File: config.mk
export PLATFORM = sky130hd
export DESIGN_NAME = rng_sequencer_flat
export DESIGN_NICKNAME = d
export VERILOG_FILES = /design/src/rtl/rng_sequencer_if.sv /design/src/rtl/rng_sequencer.sv /design/src/flat_wrapper.sv
export SDC_FILE = /design/constraint.sdc
export NUM_CORES = 1
export LEC_CHECK = 0
export CAP_MARGIN = 20
export CORE_MARGIN = 3
export CORE_UTILIZATION = 28
export CTS_CLUSTER_DIAMETER = 200
export DETAILED_ROUTE_END_ITERATION = 10
export PLACE_DENSITY = 0.43
export SLEW_MARGIN = 0
export SYNTH_ARGS = -nofsm -noshare
export SYNTH_HDL_FRONTEND = slang
export SYNTH_SLANG_ARGS = --single-unit
export TNS_END_PERCENT = 30
File: constraint.sdc
create_clock -name clk_i -period 3.2 [get_ports clk_i]
set_input_delay 0.64 -clock clk_i [delete_from_list [all_inputs] [get_ports clk_i]]
set_output_delay 0.64 -clock clk_i [all_outputs]
set_load 0.005 [all_outputs]
File: src/rtl/rng_sequencer_if.sv
// Request/stream bundle between the requester and rng_sequencer.
// master = requesting logic, slave = the sequencer.
interface rng_sequencer_if #(
   parameter int WIDTH = 16
);
   logic             start_i;
   logic [7:0]       count_i;
   logic [WIDTH-1:0] rand_o;
   logic             valid_o;
   logic             ready_i;
   logic             busy_o;
   logic             done_o;
   logic [1:0]       seed_sel_o;

   modport master (
      output start_i,
      output count_i,
      output ready_i,
      input  rand_o,
      input  valid_o,
      input  busy_o,
      input  done_o,
      input  seed_sel_o
   );

   modport slave (
      input  start_i,
      input  count_i,
      input  ready_i,
      output rand_o,
      output valid_o,
      output busy_o,
      output done_o,
      output seed_sel_o
   );
endinterface

File: src/rtl/rng_sequencer.sv
// RNG control sequencer: seed pick, LFSR warm-up, burst delivery
// over a valid/ready stream with busy/done status.
module rng_sequencer #(
   parameter int               WIDTH  = 16,
   parameter logic [WIDTH-1:0] TAPS   = 16'hB400,
   parameter int               WARMUP = 8,
   parameter logic [WIDTH-1:0] SEED_0 = 16'hACE1,
   parameter logic [WIDTH-1:0] SEED_1 = 16'h1234,
   parameter logic [WIDTH-1:0] SEED_2 = 16'hBEEF,
   parameter logic [WIDTH-1:0] SEED_3 = 16'h0001
) (
   input  logic             clk_i,
   input  logic             rst_i,
   rng_sequencer_if.slave   bus
);

   localparam logic [2:0] S_IDLE = 3'd0;
   localparam logic [2:0] S_LOAD = 3'd1;
   localparam logic [2:0] S_WARM = 3'd2;
   localparam logic [2:0] S_RUN  = 3'd3;
   localparam logic [2:0] S_DONE = 3'd4;

   localparam logic [15:0] WARM_INIT = 16'(WARMUP);

   logic [2:0]       r_state;
   logic [1:0]       r_seed_cnt;
   logic [1:0]       r_seed_sel;
   logic [WIDTH-1:0] r_lfsr;
   logic [7:0]       r_remaining;
   logic [15:0]      r_warm;
   logic             r_valid;

   logic [WIDTH-1:0] w_lfsr_step;
   logic [WIDTH-1:0] w_seed;

   // A zero seed would lock the LFSR, so it is replaced by 1.
   function automatic logic [WIDTH-1:0] f_seed(input logic [1:0] sel);
      logic [WIDTH-1:0] s;
      unique case (sel)
         2'd0:    s = SEED_0;
         2'd1:    s = SEED_1;
         2'd2:    s = SEED_2;
         default: s = SEED_3;
      endcase
      return (s == '0) ? WIDTH'(1) : s;
   endfunction

   // Galois step: shift right, fold taps in when a 1 falls out.
   always_comb begin
      w_lfsr_step = r_lfsr >> 1;
      if (r_lfsr[0]) begin
         w_lfsr_step = w_lfsr_step ^ TAPS;
      end
      w_seed = f_seed(r_seed_sel);
   end

   // Free-running seed selector, keeps counting while busy.
   always_ff @(posedge clk_i) begin
      if (rst_i) begin
         r_seed_cnt <= 2'd0;
      end else begin
         r_seed_cnt <= r_seed_cnt + 2'd1;
      end
   end

   // Burst sequencer: IDLE -> LOAD -> WARM -> RUN -> DONE.
   always_ff @(posedge clk_i) begin
      if (rst_i) begin
         r_state     <= S_IDLE;
         r_seed_sel  <= 2'd0;
         r_lfsr      <= '0;
         r_remaining <= 8'd0;
         r_warm      <= 16'd0;
         r_valid     <= 1'b0;
      end else begin
         unique case (r_state)
            S_IDLE: begin
               if (bus.start_i) begin
                  r_remaining <= bus.count_i;
                  r_seed_sel  <= r_seed_cnt;
                  if (bus.count_i == 8'd0) begin
                     r_state <= S_DONE;
                  end else begin
                     r_state <= S_LOAD;
                  end
               end
            end
            S_LOAD: begin
               r_lfsr <= w_seed;
               r_warm <= WARM_INIT;
               if (WARM_INIT == 16'd0) begin
                  r_state <= S_RUN;
               end else begin
                  r_state <= S_WARM;
               end
            end
            S_WARM: begin
               r_lfsr <= w_lfsr_step;
               r_warm <= r_warm - 16'd1;
               if (r_warm == 16'd1) begin
                  r_state <= S_RUN;
               end
            end
            S_RUN: begin
               if (!r_valid) begin
                  r_valid <= 1'b1;
               end else if (bus.ready_i) begin
                  r_lfsr      <= w_lfsr_step;
                  r_remaining <= r_remaining - 8'd1;
                  if (r_remaining == 8'd1) begin
                     r_valid <= 1'b0;
                     r_state <= S_DONE;
                  end
               end
            end
            S_DONE: begin
               r_state <= S_IDLE;
            end
            default: begin
               r_state <= S_IDLE;
               r_valid <= 1'b0;
            end
         endcase
      end
   end

   assign bus.valid_o    = r_valid;
   assign bus.rand_o     = r_valid ? r_lfsr : '0;
   assign bus.busy_o     = (r_state != S_IDLE);
   assign bus.done_o     = (r_state == S_DONE);
   assign bus.seed_sel_o = r_seed_sel;

endmodule

File: src/flat_wrapper.sv
// flat-port wrapper written by rule: the top's interface ports become plain ports
module rng_sequencer_flat 
#(
   parameter int               WIDTH  = 16,
   parameter logic [WIDTH-1:0] TAPS   = 16'hB400,
   parameter int               WARMUP = 8,
   parameter logic [WIDTH-1:0] SEED_0 = 16'hACE1,
   parameter logic [WIDTH-1:0] SEED_1 = 16'h1234,
   parameter logic [WIDTH-1:0] SEED_2 = 16'hBEEF,
   parameter logic [WIDTH-1:0] SEED_3 = 16'h0001
)
  (clk_i, rst_i, bus_start_i, bus_count_i, bus_ready_i, bus_rand_o, bus_valid_o, bus_busy_o, bus_done_o, bus_seed_sel_o);
  rng_sequencer_if #(.WIDTH(WIDTH)) bus_i ();
  input  logic clk_i;
  input  logic rst_i;
  input wire logic [$bits(bus_i.start_i)-1:0] bus_start_i;
  input wire logic [$bits(bus_i.count_i)-1:0] bus_count_i;
  input wire logic [$bits(bus_i.ready_i)-1:0] bus_ready_i;
  output wire logic [$bits(bus_i.rand_o)-1:0] bus_rand_o;
  output wire logic [$bits(bus_i.valid_o)-1:0] bus_valid_o;
  output wire logic [$bits(bus_i.busy_o)-1:0] bus_busy_o;
  output wire logic [$bits(bus_i.done_o)-1:0] bus_done_o;
  output wire logic [$bits(bus_i.seed_sel_o)-1:0] bus_seed_sel_o;
  assign bus_i.start_i = bus_start_i;
  assign bus_i.count_i = bus_count_i;
  assign bus_i.ready_i = bus_ready_i;
  assign bus_rand_o = bus_i.rand_o;
  assign bus_valid_o = bus_i.valid_o;
  assign bus_busy_o = bus_i.busy_o;
  assign bus_done_o = bus_i.done_o;
  assign bus_seed_sel_o = bus_i.seed_sel_o;
  rng_sequencer #(.WIDTH(WIDTH), .TAPS(TAPS), .WARMUP(WARMUP), .SEED_0(SEED_0), .SEED_1(SEED_1), .SEED_2(SEED_2), .SEED_3(SEED_3)) u_core (.clk_i(clk_i), .rst_i(rst_i), .bus(bus_i));
endmodule
# --- Word level (Yosys, flattened, before mapping) ---
# Cells that the tools add are included.
word_totals:
  latch_bits: 0
  romBits: 0
  n_memories: 0
  register_bits: 48
  elab_cells: 60
  ramBits: 0
  in_bits: 12
  out_inout_bits: 21
op_classes:
  n_eq_ne: 13
  multipliers: 0
  bitwise_logic: 1
  mux: 23
  n_reduce_logical: 13
  order_cmp: 0
  addsub: 3
  n_shift: 0
  n_div: 0
ops:
  columns: ["operator", "count"]
  rows:
  - ["16-bit case mux with 3 select lines", 2]
  - ["16-bit 2-to-1 mux", 5]
  - ["16-bit case mux with 2 select lines", 1]
  - ["8-bit 2-to-1 mux", 3]
  - ["3-bit 2-to-1 mux", 6]
  - ["16-bit by 1-bit == test with 1-bit output, second input constant", 1]
  - ["16-bit logical NOT", 1]
  - ["8-bit case mux with 2 select lines", 1]
  - ["16-bit by 1-bit subtractor with 16-bit output, second input constant", 1]
  - ["3-bit case mux with 4 select lines", 1]
  - ["8-bit by 1-bit == test with 1-bit output, second input constant", 1]
  - ["8-bit logical NOT", 1]
  - ["8-bit by 1-bit subtractor with 8-bit output, second input constant", 1]
  - ["3-bit by 2-bit == test with 1-bit output, second input constant", 2]
  - ["2-bit by 1-bit inequality test with 1-bit output, second input constant", 3]
  - ["3-bit nonzero test", 2]
  - ["5-bit AND reduction", 1]
  - ["2-bit inequality test, second input constant", 2]
  - ["3-bit inverter with 4-bit output", 1]
  - ["4-bit AND reduction", 1]
  - ["2-bit nonzero test", 2]
  - ["4-bit OR reduction", 1]
  - ["3-bit by 1-bit == test with 1-bit output, second input constant", 1]
  - ["3-bit == test, second input constant", 1]
  - ["9 further kinds", 11]

# --- Depth between registers and ports, before layout ---
# Gate-level depths: netlist (run 1).
logic_depth:
  ltp_word: 5
  depth_mapped: 6
  ltp_nobuf: 6

# --- Worst setup path after synthesis (run 1) ---
# Ideal clock, no wire load.
synth_timing:
  kind: "input port to flip-flop"
  from: "input port bus_start_i"
  to: "register u_core.r_remaining[6]"
  path_buffers: 0
  arrival_ns: 1.609
  slack_ns: 1.479
  required_time_ns: 3.088
  path_stages: 4
  setup_ns: 0.112
  cell_sequence: "or3b_1 a21oi_2 nor2_1 a2111oi_1"
synth_via:
  elab_chain_cells: 2
synth_lines:
  columns: ["element", "line", "rtl"]
  rows:
  - ["from (decl)", "flat_wrapper.sv:16", "input wire logic [$bits(bus_i.start_i)-1:0] bus_start_i;"]
  - ["2-bit inequality test (no source line)", null, null]
  - ["4-bit AND reduction (no source line)", null, null]
  - ["to (signal assigned)", "rng_sequencer.sv:79", "r_remaining <= bus.count_i;"]
  - ["to (signal assigned)", "rng_sequencer.sv:109", "r_remaining <= r_remaining - 8'd1;"]
  - ["to (decl)", "rng_sequencer.sv:29", "logic [7:0] r_remaining;"]
# Every way passes these cells.
# A chain may end at the register's enable or synchronous reset.

# --- Worst setup path in the final report (run 1) ---
layout_timing:
  from: "register u_core.r_state[0]"
  to: "output port bus_done_o"
layout_via:
  elab_chain_cells: 1
layout_lines:
  columns: ["element", "line", "rtl"]
  rows:
  - ["from (decl)", "rng_sequencer.sv:25", "logic [2:0] r_state;"]
  - ["from (signal assigned)", "rng_sequencer.sv:69", "r_state <= S_IDLE;"]
  - ["from (signal assigned)", "rng_sequencer.sv:82", "r_state <= S_DONE;"]
  - ["from (signal assigned)", "rng_sequencer.sv:84", "r_state <= S_LOAD;"]
  - ["3-bit == test", "rng_sequencer.sv:130", "assign bus.done_o = (r_state == S_DONE);"]
  - ["to (decl)", "flat_wrapper.sv:22", "output wire logic [$bits(bus_i.done_o)-1:0] bus_done_o;"]
# Every way passes these cells.

==> impl_metrics.json, run 1 <==
{
  "antenna_found_initial": 0,
  "min_period_over_period": 0.7848,
  "routed_via_density": 5.134,
  "tightest_slew_ns": 0.9402,
  "diodes": 0,
  "wl_mm": 7.034,
  "cp_num_buf_inv": 1,
  "grt_max_degree": 32,
  "seqCellArea_um2": 960.9,
  "first_pass_iters": 4,
  "start_util": 0.2916,
  "ir_drop_mv": 0.3642,
  "rows": 35,
  "drc": 0,
  "htree_levels": 2,
  "ys_ff_latch": 48,
  "detail_route.wl_per_cell_um": 14.27,
  "worstPathArrival_ns": 1.87,
  "synthTopCellsByCount": "dfxtp_1 (48), nor2_1 (36), nand2_1 (32), a21oi_1 (27), and2_1 (22)",
  "whs_path_depth": 1,
  "die_w_um": 104.6,
  "cts_tree": "done",
  "worst_setup_path_end_kind": "primary output",
  "cts_root_buffer": "clkbuf_8",
  "p_int_uw": 1468,
  "avgSynthCellArea_um2": 7.954,
  "synth_edf_count": 0,
  "startpoint_type": "flop",
  "clock_skew_ns": 0.009730,
  "clk_latency_ns": 0.30,
  "stdcell_count": 493,
  "num_io_pins": 33,
  "syn_inst": 342,
  "cp_data_required_time_ns": 2.56,
  "synth_area_leaders": "dfxtp_1 (35%), and2_1 (5.1%), a21oi_1 (5.0%)",
  "die-area_um2": 10930,
  "multi_input_area_um2": 1617,
  "finalSetupViolations": 0,
  "clockBufferDepth": 2,
  "ys_seq_area_frac": 0.3533,
  "maxSlewHeadroom": 0.3705,
  "stdcell_area_um2": 3233,
  "fin_ws_ns": 0.6886,
  "coreArea_um2": 9328,
  "netlist_area_um2": 2720,
  "fill_cells": 979,
  "leakage_uw": 0.001106,
  "period_minus_slack_ns": 2.511,
  "cts_buffers": 5,
  "yosys.area.top_type_share": 0.3533,
  "syn_nets": 363,
  "p_clk_frac": 0.176,
  "p_seq_frac": 0.383,
  "drv_slew": 0,
  "cpMaxStageDelayCell": "clkdlybuf4s50_1",
  "grt_pass1_wl_mm": 11.83,
  "drt_iter0_drc": 92,
  "switching_power_uw": 1103,
  "post-cts-setup-buffers": 0,
  "cpLargestDelayFamily": "simple AND/OR/NAND/NOR gates",
  "numClockSinks": 48,
  "antenna_left": 0,
  "ctsResizeCount": 0,
  "synth_cell_type_count": 55,
  "rsz0062_at_grt": "no",
  "areaGrowthSynthToFinish_pct": 18.86,
  "critPathMaxFanout": 15,
  "utilization": 0.3466,
  "powerDensity_nw_per_um2": 795.1,
  "dpl-instance-area_um2": 3126,
  "combPwrFrac": 0.441,
  "hpwl_mm": 4.896,
  "ys.flop_type": "dfxtp_1",
  "grt.overflow.total": 0,
  "final_hold_viol_count": 0,
  "hold_buffers": 0,
  "yosysMostFrequentCell": "dfxtp_1",
  "r2r_cells": 3,
  "num_vias": 2531,
  "finalSetupTns_ns": 0,
  "io_buffers": 32,
  "path_class": "flop to primary output",
  "gp_congestion": 0.7608,
  "fmax_ghz": 0.3982,
  "path_cells": "nor2_1, and2_1, clkdlybuf4s50_1",
  "drive_above_1_share": 0.07418,
  "dpl_worst_slack_ns": 0.7521,
  "min_path_type": "flop to flop",
  "grt_usage": 0.1297,
  "die_y_um": 104.6,
  "crit_cells": 3,
  "maxCapViolations": 0,
  "outcome": "finished clean",
  "clk_pin_slew_ns": 0.10,
  "dpl.cell_count": 485,
  "nets": 384,
  "synth_area_leader_cell": "dfxtp_1",
  "yosysWarnings": 0,
  "grt_pass1_vias": 2479,
  "swShare": 0.4289,
  "async_flop_share": 0,
  "max_stage_delay_ns": 0.51
}
-- flip-flops by register name, indices dropped and copies added (netlist names) --
signal and flops:
u_core.r_remaining 8, u_core.r_state 3, u_core.r_seed_cnt 2, u_core.bus.valid_o 1, u_core.r_warm 16, u_core.r_lfsr 16, u_core.bus.seed_sel_o 2
-- final cells by class --
type / instances / area share
inverters: 9 / 0.01045
repair buffers: 37 / 0.1091
flip-flops and latches: 48 / 0.2972
clock buffers: 6 / 0.02245
multi-input cells: 262 / 0.5000
well taps: 129 / 0.04992
clock inverters: 2 / 0.01084
-- kinds of logic after synthesis --
kind of cell             after synthesis  synth area share
AO/OA/AOI/OAI                         93            0.2268
buffers and inverters                 32           0.05244
XOR/XNOR                               5           0.01610
AND/OR/NAND/NOR                      155            0.3100
flip-flops                            48            0.3533
adder cells (fa/ha/maj)                9           0.04140
-- stage by stage --
| step | power (uW) | hold slack (ns) |
|---|---|---|
| after floorplan | 1831 | 0.4262 |
| after global placement | 2132 | 0.4460 |
| after detailed placement | 2130 | 0.4590 |
| after CTS | 2585 | 0.4814 |
| after global routing | 2800 | 0.5130 |
| final | 2571 | 0.4738 |
-- worst paths after layout --
check	startpoint	endpoint	slack, ns
hold / removal	u_core.r_seed_cnt[0]	u_core.r_seed_cnt[0]	0.47
setup / recovery	u_core.r_state[0]	bus_done_o	0.69
setup reg to reg	u_core.r_state[1]	u_core.r_warm[10]	1.13
hold reg to reg	u_core.r_seed_cnt[0]	u_core.r_seed_cnt[0]	0.47
-- layer usage --
layer  global-route usage  part of all wire
met5                    0                 0
met3              0.02224             0.035
met1               0.1679              0.47
met4              0.03799             0.011
met2               0.2205              0.49
-- power groups by stage --
stage                     clock network [uW]  registers [uW]  logic (uW)
after CTS                                463             982        1140
final                                    453             984        1130
after floorplan                            0             899         933
after global placement                     0             996        1140
after detailed placement                   0             996        1130
after global routing                     488            1010        1300
-- cells in the final DEF (no fill, tap or decap), types with 3 or more instances in the layout --
cell type / count
a211oi_1: 15
a21o_1: 5
a21oi_1: 27
a311oi_1: 5
a31oi_1: 7
a41oi_1: 3
and2_1: 22
buf_4: 5
clkbuf_8: 5
clkdlybuf4s50_1: 31
dfxtp_1: 48
ha_1: 9
inv_1: 9
nand2_1: 32
nand2b_1: 3
nand3_1: 14
nand3b_1: 3
nand4_1: 4
nor2_1: 36
nor3_1: 11
nor3b_1: 3
nor4_1: 5
o211ai_1: 4
o21ai_0: 15
xor2_1: 3
Note: power is estimated with default switching activity, not from simulation.
==> inputs of run 2 (changes only) <==
- PLACE_DENSITY: 0.43 -> 0.44
- clock period: 3.2 -> 2 ns (I/O delays scaled with it)
==> impl_metrics.json, run 2 (synthesis results as in run 1) <==
{
  "outcome": "finished clean",
  "die_y_um": 104.6,
  "reg2reg_slack_ns": 0.26,
  "max_stage_delay_ns": 0.54,
  "detail_route.wl_per_cell_um": 13.56,
  "period_minus_slack_ns": 1.891,
  "power.total_uw": 4255,
  "p_seq_frac": 0.359,
  "powerDensity_nw_per_um2": 1247,
  "diodes": 0,
  "cts_buffers": 5,
  "nets": 407,
  "htree_levels": 2,
  "min_period_over_period": 0.9456,
  "reg.largest.list": "u_core.r_lfsr (16), u_core.r_warm (16), u_core.r_remaining (8)",
  "utilization": 0.3659,
  "first_pass_iters": 4,
  "drc": 0,
  "finalSetupViolations": 0,
  "rsz0062_at_grt": "no",
  "routed_via_density": 4.975,
  "drt_iter0_drc": 53,
  "gp_congestion": 0.7525,
  "path_cells": "nor3_2, inv_1, clkdlybuf4s50_1",
  "clk_latency_ns": 0.31,
  "hpwl_mm": 5.016,
  "grt_usage": 0.1301,
  "die_w_um": 104.6,
  "cp_num_buf_inv": 2,
  "antenna_left": 0,
  "clock_skew_ns": 0.01202,
  "cpLargestDelayFamily": "buffers and inverters",
  "hold_buffers": 0,
  "numClockSinks": 48,
  "path_class": "flop to primary output",
  "maxSlewHeadroom": 0.6451,
  "mostFrequentLayoutCell": "dfxtp_1",
  "ir_drop_mv": 0.5630,
  "leakage_uw": 0.001222,
  "cts_root_buffer": "clkbuf_8",
  "tightest_slew_ns": 0.5323,
  "cts_tree": "done",
  "grt_pass1_vias": 2602,
  "fmax_ghz": 0.5287,
  "maxCapViolations": 0,
  "cp_data_required_time_ns": 1.60,
  "final_hold_viol_count": 0,
  "drv_slew": 0,
  "antenna_found_initial": 0,
  "min_path_type": "flop to flop",
  "critPathMaxFanout": 11,
  "grt_max_degree": 28,
  "areaGrowthSynthToFinish_pct": 25.48,
  "final_cell_mix": "dfxtp_1 (46), nor2_1 (36), nand2_1 (32)",
  "wl_mm": 6.996,
  "clk_pin_slew_ns": 0.10,
  "worstPathArrival_ns": 1.49,
  "drive_above_1_share": 0.1370,
  "grt.overflow.total": 0,
  "rows": 35,
  "io_buffers": 32,
  "grt_pass1_wl_mm": 12.09,
  "startpoint_type": "flop",
  "cpMaxStageDelayCell": "dfxtp_1",
  "clockBufferDepth": 2,
  "start_util": 0.2916,
  "switching_power_uw": 1790,
  "coreArea_um2": 9328,
  "p_int_uw": 2466,
  "die-area_um2": 10930,
  "p_clk_frac": 0.150,
  "num_io_pins": 33,
  "swShare": 0.4206,
  "num_vias": 2567,
  "worst_setup_path_end_kind": "primary output",
  "combPwrFrac": 0.491
}
[run 2: changes by cell type in the layout (fill, tap and decap cells not counted), sizes merged]
cell / delta
buf: +23
bufinv: -1
clkbuf: +1
clkdlybuf4s50: -1
clkinv: -1
clkinvlp: +1
dlygate4sd2: +1
[run 2: worst paths after layout]
check / start / end / cells after the start
hold / removal: u_core.r_seed_cnt[0] / u_core.r_seed_cnt[0] / 1
setup / recovery: u_core.r_state[0] / bus_busy_o / 3
hold reg to reg: u_core.r_seed_cnt[0] / u_core.r_seed_cnt[0] / 1
setup reg to reg: u_core.r_state[0] / u_core.r_warm[8] / 5
[run 2: what timing repair did]
| action | CTS | global route |
|---|---|---|
| endpoints found under the hold margin | 0 | 0 |
| setup endpoints to repair | 1 | 1 |
| cloned | 0 | 0 |
| setup buffers | 0 | 0 |
| pin swaps | 0 | 0 |
| gates resized for setup | 4 | 1 |
[run 2: cell type report]
| class | instances | area (um2) |
|---|---|---|
| tap | 129 | 161.4 |
| timing repair buffer | 60 | 536.8 |
| fill | 980 | 5914 |
| clock buffer | 7 | 86.33 |
| clock inverter | 1 | 7.507 |
| inverter | 9 | 33.78 |
| sequential | 48 | 965.9 |
| multi-input combinational | 262 | 1622 |
[run 2: per-stage QoR]
step / hold WS, ns / area (um2) / setup TNS (ns) / setup WS (ns) / cells
3_3_place_gp: 0.4516 / 3311 / 0 / 0.001854 / 508
5_1_grt: 0.4870 / 3413 / 0 / 0.01438 / 516
4_1_cts: 0.4789 / 3408 / 0 / 0.03279 / 516
2_1_floorplan: 0.4262 / 2720 / 0 / 0.4611 / 342
3_5_place_dp: 0.4560 / 3311 / -0.01823 / -0.01598 / 508
6_report: 0.4692 / 3413 / 0 / 0.1087 / 516
[run 2: power by group through the flow]
stage	Sequential (uW)	Clock [uW]	Combinational, uW
after floorplan	1440	0	1490
after global placement	1540	0	2100
after detailed placement	1540	0	2090
after CTS	1530	659	2110
after global routing	1580	690	2370
final	1530	639	2090
[run 2: per-layer routing]
metal	part of all wire	up-vias	global-route usage
met5	0	-	0
met4	0.0090	0	0.03514
met3	0.028	6	0.02409
met2	0.45	30	0.2196
met1	0.51	1209	0.1701
li1	-	1322	-
